[config.mk]
export PLATFORM = sky130hd
export DESIGN_NAME = mem_rd_arbiter_flat
export DESIGN_NICKNAME = d
export VERILOG_FILES = /design/src/rtl/mem_rd_arbiter_if.sv /design/src/rtl/mem_rd_arbiter.sv /design/src/flat_wrapper.sv
export SDC_FILE = /design/constraint.sdc
export NUM_CORES = 1
export LEC_CHECK = 0
export CAP_MARGIN = 10
export CELL_PAD_IN_SITES_DETAIL_PLACEMENT = 1
export CELL_PAD_IN_SITES_GLOBAL_PLACEMENT = 1
export CORE_MARGIN = 2
export CORE_UTILIZATION = 10
export CTS_CLUSTER_SIZE = 40
export DETAILED_ROUTE_END_ITERATION = 8
export GPL_TIMING_DRIVEN = 1
export PLACE_DENSITY_LB_ADDON = 0.1
export REMOVE_ABC_BUFFERS = 1
export SYNTH_ARGS = -nofsm -noshare
export SYNTH_HDL_FRONTEND = slang
export SYNTH_SLANG_ARGS = --single-unit
[constraint.sdc]
create_clock -name clk -period 1.6 [get_ports clk]
set_input_delay 0.48 -clock clk [delete_from_list [all_inputs] [get_ports clk]]
set_output_delay 0.48 -clock clk [all_outputs]
set_load 0.01 [all_outputs]
[src/rtl/mem_rd_arbiter_if.sv]
`default_nettype none
// ============================================================================
//  Module   : mem_rd_arbiter_if
//  Purpose  : One burst read channel: a request (start address and
//             beats-minus-1 length) followed by a stream of read beats.
//  Modports : master - issues requests and accepts beats
//                      (drives req_addr/req_len/req_valid and rd_ready)
//             slave  - accepts requests and returns beats
//                      (drives req_ready and rdata/rd_valid/rd_last)
//  Revision : 1.0 - initial release
// ============================================================================
interface mem_rd_arbiter_if #(
    parameter int DATA_WIDTH = 32,
    parameter int ADDR_WIDTH = 32
);
    logic [ADDR_WIDTH-1:0] req_addr;
    logic [4:0]            req_len;
    logic                  req_valid;
    logic                  req_ready;
    logic [DATA_WIDTH-1:0] rdata;
    logic                  rd_valid;
    logic                  rd_last;
    logic                  rd_ready;

    modport master (
        output req_addr, req_len, req_valid, rd_ready,
        input  req_ready, rdata, rd_valid, rd_last
    );

    modport slave (
        input  req_addr, req_len, req_valid, rd_ready,
        output req_ready, rdata, rd_valid, rd_last
    );
endinterface
`default_nettype wire

[src/rtl/mem_rd_arbiter.sv]
`default_nettype none
// ============================================================================
//  Module   : mem_rd_arbiter
//  Purpose  : Shares one memory burst read channel between the CPU data-side
//             read path (m0) and the DMA read channel (m1). The grant is held
//             from request acceptance until the last beat is handshaked, so
//             bursts never interleave; one burst is outstanding at a time.
//  Ports    : clk, rst (synchronous, active-low)
//             m0, m1  - requester channels (slave modport)
//             mem     - memory channel (master modport)
//             gnt_id  - granted port, meaningful while busy=1
//             busy    - 1 while a request or its data phase is in flight
//  Config   : MEM_ARB_RR_EN defined   -> round-robin between the two ports
//             MEM_ARB_RR_EN undefined -> fixed priority, m0 always wins
//  Revision : 1.0 - initial release
// ============================================================================
module mem_rd_arbiter #(
    parameter int DATA_WIDTH = 32,
    parameter int ADDR_WIDTH = 32
) (
    input  logic             clk,
    input  logic             rst,
    mem_rd_arbiter_if.slave  m0,
    mem_rd_arbiter_if.slave  m1,
    mem_rd_arbiter_if.master mem,
    output logic             gnt_id,
    output logic             busy
);

    typedef enum logic [2:0] {
        c_ST_IDLE = 3'b001,
        c_ST_REQ  = 3'b010,
        c_ST_DATA = 3'b100
    } state_t;

    localparam logic [DATA_WIDTH-1:0] c_DATA_ZERO = '0;
    localparam logic [ADDR_WIDTH-1:0] c_ADDR_ZERO = '0;

    state_t                r_state;
    state_t                w_state_nxt;
    logic                  r_gnt_id;
    logic [4:0]            r_beat_left;
    logic                  w_win;
    logic                  w_any_req;
    logic                  w_gnt_req_valid;
    logic                  w_gnt_rd_ready;
    logic [ADDR_WIDTH-1:0] w_gnt_addr;
    logic [4:0]            w_gnt_len;
    logic                  w_req_hs;
    logic                  w_rd_hs;

    assign w_any_req       = m0.req_valid | m1.req_valid;
    assign w_gnt_req_valid = r_gnt_id ? m1.req_valid : m0.req_valid;
    assign w_gnt_rd_ready  = r_gnt_id ? m1.rd_ready  : m0.rd_ready;
    assign w_gnt_addr      = r_gnt_id ? m1.req_addr  : m0.req_addr;
    assign w_gnt_len       = r_gnt_id ? m1.req_len   : m0.req_len;

`ifdef MEM_ARB_RR_EN
    // Port granted by the most recently completed burst. Reset to port 1 so
    // that port 0 wins the first contested arbitration.
    logic r_last_gnt;

    always_ff @(posedge clk) begin
        if (!rst) begin
            r_last_gnt <= 1'b1;
        end else if (w_rd_hs && mem.rd_last) begin
            r_last_gnt <= r_gnt_id;
        end
    end

    // Contested: the port not granted last wins; otherwise the lone requester.
    assign w_win = (m0.req_valid && m1.req_valid) ? ~r_last_gnt : m1.req_valid;
`else
    // Port 1 only wins when port 0 is not requesting.
    assign w_win = ~m0.req_valid;
`endif

    always_ff @(posedge clk) begin
        if (!rst) begin
            r_state     <= c_ST_IDLE;
            r_gnt_id    <= 1'b0;
            r_beat_left <= 5'd0;
        end else begin
            r_state <= w_state_nxt;
            if (r_state == c_ST_IDLE && w_any_req) begin
                r_gnt_id <= w_win;
            end
            if (w_req_hs) begin
                r_beat_left <= w_gnt_len;
            end else if (w_rd_hs && r_beat_left != 5'd0) begin
                r_beat_left <= r_beat_left - 5'd1;
            end
        end
    end

    // Outputs are gated by state so everything is zero in IDLE, which also
    // gives the reset values once the state register has been cleared.
    always_comb begin
        w_state_nxt   = r_state;
        w_req_hs      = 1'b0;
        w_rd_hs       = 1'b0;
        mem.req_addr  = c_ADDR_ZERO;
        mem.req_len   = 5'd0;
        mem.req_valid = 1'b0;
        mem.rd_ready  = 1'b0;
        m0.req_ready  = 1'b0;
        m0.rdata      = c_DATA_ZERO;
        m0.rd_valid   = 1'b0;
        m0.rd_last    = 1'b0;
        m1.req_ready  = 1'b0;
        m1.rdata      = c_DATA_ZERO;
        m1.rd_valid   = 1'b0;
        m1.rd_last    = 1'b0;

        unique case (r_state)
            c_ST_IDLE: begin
                if (w_any_req) begin
                    w_state_nxt = c_ST_REQ;
                end
            end
            c_ST_REQ: begin
                mem.req_addr  = w_gnt_addr;
                mem.req_len   = w_gnt_len;
                mem.req_valid = w_gnt_req_valid;
                if (r_gnt_id) begin
                    m1.req_ready = mem.req_ready;
                end else begin
                    m0.req_ready = mem.req_ready;
                end
                // A requester withdrawing before acceptance abandons the burst.
                if (!w_gnt_req_valid) begin
                    w_state_nxt = c_ST_IDLE;
                end else if (mem.req_ready) begin
                    w_req_hs    = 1'b1;
                    w_state_nxt = c_ST_DATA;
                end
            end
            c_ST_DATA: begin
                mem.rd_ready = w_gnt_rd_ready;
                if (r_gnt_id) begin
                    m1.rdata    = mem.rdata;
                    m1.rd_valid = mem.rd_valid;
                    m1.rd_last  = mem.rd_last;
                end else begin
                    m0.rdata    = mem.rdata;
                    m0.rd_valid = mem.rd_valid;
                    m0.rd_last  = mem.rd_last;
                end
                w_rd_hs = mem.rd_valid & w_gnt_rd_ready;
                if (w_rd_hs && mem.rd_last) begin
                    w_state_nxt = c_ST_IDLE;
                end
            end
            default: begin
                w_state_nxt = c_ST_IDLE;
            end
        endcase
    end

    assign busy   = (r_state != c_ST_IDLE);
    assign gnt_id = r_gnt_id;

    // The remaining-beat counter must have run out exactly when memory flags
    // the last beat; anything else means memory and requester disagree on
    // the burst length.
    a_last_beat_count: assert property (@(posedge clk) disable iff (!rst)
        (w_rd_hs && mem.rd_last) |-> (r_beat_left == 5'd0));

endmodule
`default_nettype wire

[src/flat_wrapper.sv]
// flat-port wrapper written by rule: the top's interface ports become plain ports
module mem_rd_arbiter_flat 
#(
    parameter int DATA_WIDTH = 32,
    parameter int ADDR_WIDTH = 32
)
  (clk, rst, gnt_id, busy, m0_req_addr, m0_req_len, m0_req_valid, m0_rd_ready, m0_req_ready, m0_rdata, m0_rd_valid, m0_rd_last, m1_req_addr, m1_req_len, m1_req_valid, m1_rd_ready, m1_req_ready, m1_rdata, m1_rd_valid, m1_rd_last, mem_req_addr, mem_req_len, mem_req_valid, mem_rd_ready, mem_req_ready, mem_rdata, mem_rd_valid, mem_rd_last);
  mem_rd_arbiter_if #(.DATA_WIDTH(DATA_WIDTH), .ADDR_WIDTH(ADDR_WIDTH)) m0_i ();
  mem_rd_arbiter_if #(.DATA_WIDTH(DATA_WIDTH), .ADDR_WIDTH(ADDR_WIDTH)) m1_i ();
  mem_rd_arbiter_if #(.DATA_WIDTH(DATA_WIDTH), .ADDR_WIDTH(ADDR_WIDTH)) mem_i ();
  input  logic clk;
  input  logic rst;
  output logic gnt_id;
  output logic busy;
  input wire logic [$bits(m0_i.req_addr)-1:0] m0_req_addr;
  input wire logic [$bits(m0_i.req_len)-1:0] m0_req_len;
  input wire logic [$bits(m0_i.req_valid)-1:0] m0_req_valid;
  input wire logic [$bits(m0_i.rd_ready)-1:0] m0_rd_ready;
  output wire logic [$bits(m0_i.req_ready)-1:0] m0_req_ready;
  output wire logic [$bits(m0_i.rdata)-1:0] m0_rdata;
  output wire logic [$bits(m0_i.rd_valid)-1:0] m0_rd_valid;
  output wire logic [$bits(m0_i.rd_last)-1:0] m0_rd_last;
  input wire logic [$bits(m1_i.req_addr)-1:0] m1_req_addr;
  input wire logic [$bits(m1_i.req_len)-1:0] m1_req_len;
  input wire logic [$bits(m1_i.req_valid)-1:0] m1_req_valid;
  input wire logic [$bits(m1_i.rd_ready)-1:0] m1_rd_ready;
  output wire logic [$bits(m1_i.req_ready)-1:0] m1_req_ready;
  output wire logic [$bits(m1_i.rdata)-1:0] m1_rdata;
  output wire logic [$bits(m1_i.rd_valid)-1:0] m1_rd_valid;
  output wire logic [$bits(m1_i.rd_last)-1:0] m1_rd_last;
  output wire logic [$bits(mem_i.req_addr)-1:0] mem_req_addr;
  output wire logic [$bits(mem_i.req_len)-1:0] mem_req_len;
  output wire logic [$bits(mem_i.req_valid)-1:0] mem_req_valid;
  output wire logic [$bits(mem_i.rd_ready)-1:0] mem_rd_ready;
  input wire logic [$bits(mem_i.req_ready)-1:0] mem_req_ready;
  input wire logic [$bits(mem_i.rdata)-1:0] mem_rdata;
  input wire logic [$bits(mem_i.rd_valid)-1:0] mem_rd_valid;
  input wire logic [$bits(mem_i.rd_last)-1:0] mem_rd_last;
  assign m0_i.req_addr = m0_req_addr;
  assign m0_i.req_len = m0_req_len;
  assign m0_i.req_valid = m0_req_valid;
  assign m0_i.rd_ready = m0_rd_ready;
  assign m0_req_ready = m0_i.req_ready;
  assign m0_rdata = m0_i.rdata;
  assign m0_rd_valid = m0_i.rd_valid;
  assign m0_rd_last = m0_i.rd_last;
  assign m1_i.req_addr = m1_req_addr;
  assign m1_i.req_len = m1_req_len;
  assign m1_i.req_valid = m1_req_valid;
  assign m1_i.rd_ready = m1_rd_ready;
  assign m1_req_ready = m1_i.req_ready;
  assign m1_rdata = m1_i.rdata;
  assign m1_rd_valid = m1_i.rd_valid;
  assign m1_rd_last = m1_i.rd_last;
  assign mem_req_addr = mem_i.req_addr;
  assign mem_req_len = mem_i.req_len;
  assign mem_req_valid = mem_i.req_valid;
  assign mem_rd_ready = mem_i.rd_ready;
  assign mem_i.req_ready = mem_req_ready;
  assign mem_i.rdata = mem_rdata;
  assign mem_i.rd_valid = mem_rd_valid;
  assign mem_i.rd_last = mem_rd_last;
  mem_rd_arbiter #(.DATA_WIDTH(DATA_WIDTH), .ADDR_WIDTH(ADDR_WIDTH)) u_core (.clk(clk), .rst(rst), .m0(m0_i), .m1(m1_i), .mem(mem_i), .gnt_id(gnt_id), .busy(busy));
endmodule
Word level (Yosys, flattened, before mapping)
Cells that the tools add are included.

Output and inout port bits: 111. Bits in registers: 4. Bits of input ports: 115. Logic and storage cells: 44.

Mux-type cells: 29. Bitwise logic cells: 3. Reduce and logical (&&, ||, !) cells: 3. Equal/unequal tests: 7.

Operator list (number): $mux W32 (6); $mux W1 (16); $mux W3 (4); $mux W5 (2); $pmux W3 S3 (1); $ne A2 B1 Y1 const B (2); $eq A3 B1 Y1 const B (1); $eq A3 B2 Y1 const B (1); $eq A3 B3 Y1 const B (1); $ne A3 B1 Y1 const B (1); $ne A3 B3 Y1 const B (1); $reduce_and A3 Y1 (1); $logic_and A1 B1 Y1 (2); $and A1 B1 Y1 (1); $not A1 Y1 (1); $or A1 B1 Y1 (1).

Longest topological paths before layout
Depth after elaboration: 5. Depth in mapped cells: 5. Mapped depth without buffers: 4.

Worst setup path before layout
OpenSTA, ideal clock, no wires.

Path type: register to output. Start point: reg u_core.r_gnt_id, in the netlist u_core.gnt_id. End point: out mem_req_addr[10]. Slack: -0.168 ns. Buffers on the path: 3. Required time: 1.120 ns. Data arrival time: 1.288 ns. Cell stages (with the launch flop): 6. Cell sequence: dfxtp_1 > buf_2 > buf_2 > buf_2 > mux2i_1 > nor2_1.

Longest elaborated chain between the ends: 2.

Ends and longest elaborated chain: start: declaration (RTL line mem_rd_arbiter.sv:41) `logic r_gnt_id;`; start signal: assignment (RTL line mem_rd_arbiter.sv:86) `r_gnt_id <= w_win;`; $mux W32 (RTL line mem_rd_arbiter.sv:55) `assign w_gnt_addr = r_gnt_id ? m1.req_addr : m0.req_addr;`; $mux W32 (RTL line mem_rd_arbiter.sv:115) `unique case (r_state)`; end: declaration (RTL line flat_wrapper.sv:31) `output wire logic [$bits(mem_i.req_addr)-1:0] mem_req_addr;`.

No other way between the ends.

Worst setup path after layout
Start point: reg u_core.r_state[0]. End point: out m0_rdata[15].

Longest elaborated chain between the ends: 2.

Ends and longest elaborated chain: start: declaration (RTL line mem_rd_arbiter.sv:39) `state_t r_state;`; start signal: assignment (RTL line mem_rd_arbiter.sv:80) `r_state <= c_ST_IDLE;`; start signal: assignment (RTL line mem_rd_arbiter.sv:84) `r_state <= w_state_nxt;`; $eq A3 B3 Y1 (RTL line mem_rd_arbiter.sv:115); $mux W32 (RTL line mem_rd_arbiter.sv:115); end: declaration (RTL line flat_wrapper.sv:20) `output wire logic [$bits(m0_i.rdata)-1:0] m0_rdata;`.

No other way between the ends.

==> reports/qor.yml <==
floorplanning:
  rows: 41
  start_util_pct: 10.2
  die_w_um: 117
  die_area_um2: 13700
  io_pins: 226
  core_um2: 12500
  die_h_um: 117
power_and_ir_drop:
  total_power_mw: 1.43
  peakVddDrop_uv: 192
  power.density_nw_per_um2: 316
  total_leakage_power_nw: 2.11
routing:
  routed_via_density: 3.94
  drc: 0
  post_drt_wl_per_cell_um: 16.1
  finalWirelength_mm: 10.1
  ant_nets: 0
  drt_pre_antenna_iters: 4
  first_iter_violations: 68
  num_vias: 2477
clock_tree:
  cts_tree: "built"
  clock_latency_ps: 230
  cts_buffer_depth: 2
  cts_max_level: 1
  cts.sinks: 4
  clkTransAtPathRegs_ps: 30
  hold_buffers: 0
  cts_made_buffers: 3
  root_buffer: "clkbuf_16"
synth:
  synth.distinct_cells: 22
  avgSynthCellArea_um2: 6.65
  synthFlopType: "dfxtp_1"
  ys_warn_count: 0
  ys_async_sr_fraction_pct: 0
  synth_edf_count: 0
  netlist_area_um2: 1280
  ys_seq_area_share_pct: 6.27
  ys_seq_elements: 4
  netlist_instances: 192
finish:
  drive_gt1_share_pct: 52.1
  nFillCells: 1503
  multi_input_area_um2: 1380
  regArea_um2: 90.1
  n_antenna_cell: 0
  area_growth_pct: 255
  fin_cells: 629
  final_nets: 573
setup_path:
  rrSetupSlack_ps: -100
  critPathKind: "reg2out"
  rr_worst_depth: 6
  start_kind: "register"
  worstPathMaxFanout: 4
  endpoint_kind: "output port"
  r2r_start: "u_core.r_state[0]$_SDFFE_PN1P_"
  cp.arrival_ps: 1640
  rr_endpoint: "u_core.r_state[1]$_SDFFE_PN0P_"
  required_ps: 1120
sta:
  max_freq_mhz: 472
  maxSlewViolCount: 0
  hold_viol_final: 0
  setup_tns_ps: -46760
  skew_ps: 0.261
  max-slew-margin-rel_pct: 76.5
  fin_crit_sh_pct: 132
  setup_ws_ps: -518
  worst_pin_slew_ps: 342
  rsz0062_at_grt: "yes"
  setup_viol: 112
  fin_crit_ps: 2120
placed_design:
  io_buffers: 225
  place.gp.congestion: 0.706
  hpwl_mm: 6.80
  placedCellCount: 594
hold_path:
  hold_path_class: "reg2reg"
  hold_path_depth: 3
  min_to: "u_core.gnt_id$_SDFFE_PN0P_"
  worstHoldStart: "u_core.gnt_id$_SDFFE_PN0P_"
global_routing:
  groute.usage.overall_pct: 12.5
  grt_pass1_vias: 2421
  grt_overflow: 0
  grt_pass1_wl_mm: 13.3
  antenna_found_initial: 0
  grt_max_degree: 33
run:
  cap_violations: 0
outcome:
  violations: "negative setup slack"
  status: "finished with violations"
==> registers in the layout (all words and copies together), names as in the netlist <==
signal          flops
u_core.r_state      3
u_core.gnt_id       1
==> per-layer routing <==
| layer | global-route usage [%] | vias to the layer above | wire length, um |
|---|---|---|---|
| li1 | - | 1185 | - |
| met1 | 13.7 | 1115 | 3670 |
| met2 | 22.8 | 173 | 4960 |
| met3 | 5.61 | 4 | 1430 |
| met4 | 1.88 | 0 | 58 |
| met5 | 0 | - | 0 |
==> critical path, cell delays in order, from the launching register on <==
cell	delay, ps
dfxtp_4	350
or3b_4	390
nor2_4	130
buf_6	160
clkbuf_16	150
and2_4	130
buf_6	90
==> layout by cell type (no fill, tap or decap), types with 5 or more instances in the layout <==
cell type / count
mux2i_1: 38
and2_4: 21
and3_1: 22
buf_4: 22
and2_1: 13
buf_2: 60
clkdlybuf4s50_1: 112
and3_4: 13
nor2_4: 12
buf_12: 9
buf_6: 65
clkbuf_16: 7
nor2_1: 20
buf_16: 5
nor2_2: 11
==> cell type report <==
class,count,share of cell area [%]
Sequential cell,4,1.99
Clock buffer,4,1.74
Timing Repair Buffer,280,60.9
Inverter,2,0.166
Multi-Input combinational cell,167,30.4
Tap cell,172,4.75
==> cell families (layout without fill, tap and decap cells) <==
kind of cell | Yosys count | count (layout) | synth area share, %
and+or+nand+nor | 120 | 120 | 51.4
muxes | 39 | 39 | 30.6
buffers and inverters | 21 | 286 | 7.45
AOI/OAI and AO/OA | 8 | 8 | 4.31
DFF | 4 | 4 | 6.27
==> metrics by stage <==
step / hold WS (ps) / instance area [um^2] / util, % / setup WS (ps)
5_1_grt: 784 / 4530 / 36.2 / -571
2_1_floorplan: 574 / 1190 / - / -1670
4_1_cts: 729 / 3960 / 31.6 / -527
3_5_place_dp: 595 / 3890 / 31.1 / -701
3_3_place_gp: 591 / 3890 / 31.1 / -677
6_report: 740 / 4530 / 36.2 / -518
==> synth_stat cells (2+ instances only) <==
cell      instances  area [um^2]
a21o_1            2         15.0
nor3b_1           2         15.0
nand2_1           2         7.51
or3b_1            2         17.5
nor2_1           42          158
inv_1             2         7.51
mux2i_1          39          390
a21oi_1           2         10.0
clkbuf_1          8         30.0
and2_1           34          213
and3_1           35          219
buf_2             9         45.0
dfxtp_1           4         80.1
==> worst max path at each step <==
stage | start | end | slack (ps) | cells after the start
after floorplan | u_core.gnt_id$_SDFFE_PN0P_ | m0_rd_last | -1670 | 2
after global placement | u_core.r_state[2]$_SDFFE_PN0P_ | m0_rdata[27] | -680 | 5
after detailed placement | u_core.r_state[2]$_SDFFE_PN0P_ | m0_rdata[27] | -700 | 5
after CTS | u_core.r_state[2]$_SDFFE_PN0P_ | m0_rdata[29] | -530 | 6
after global routing | u_core.r_state[0]$_SDFFE_PN1P_ | mem_req_addr[19] | -570 | 5
final | u_core.r_state[0]$_SDFFE_PN1P_ | m0_rdata[15] | -520 | 6
==> report_power, final <==
group          internal (mW)  leakage [nW]  switching, mW
Clock                  0.330        0.0382         0.0763
Sequential             0.112        0.0346         0.0165
Combinational          0.559          2.04          0.335
Total                   1.00          2.11          0.428
==> repair_timing <==
action,in CTS,in global routing
buffers inserted,16,5
resized for setup,500,105
setup endpoints to repair,111,114
pin swaps,16,32
gates cloned,6,6
Note: power is estimated with default switching activity, not from simulation.
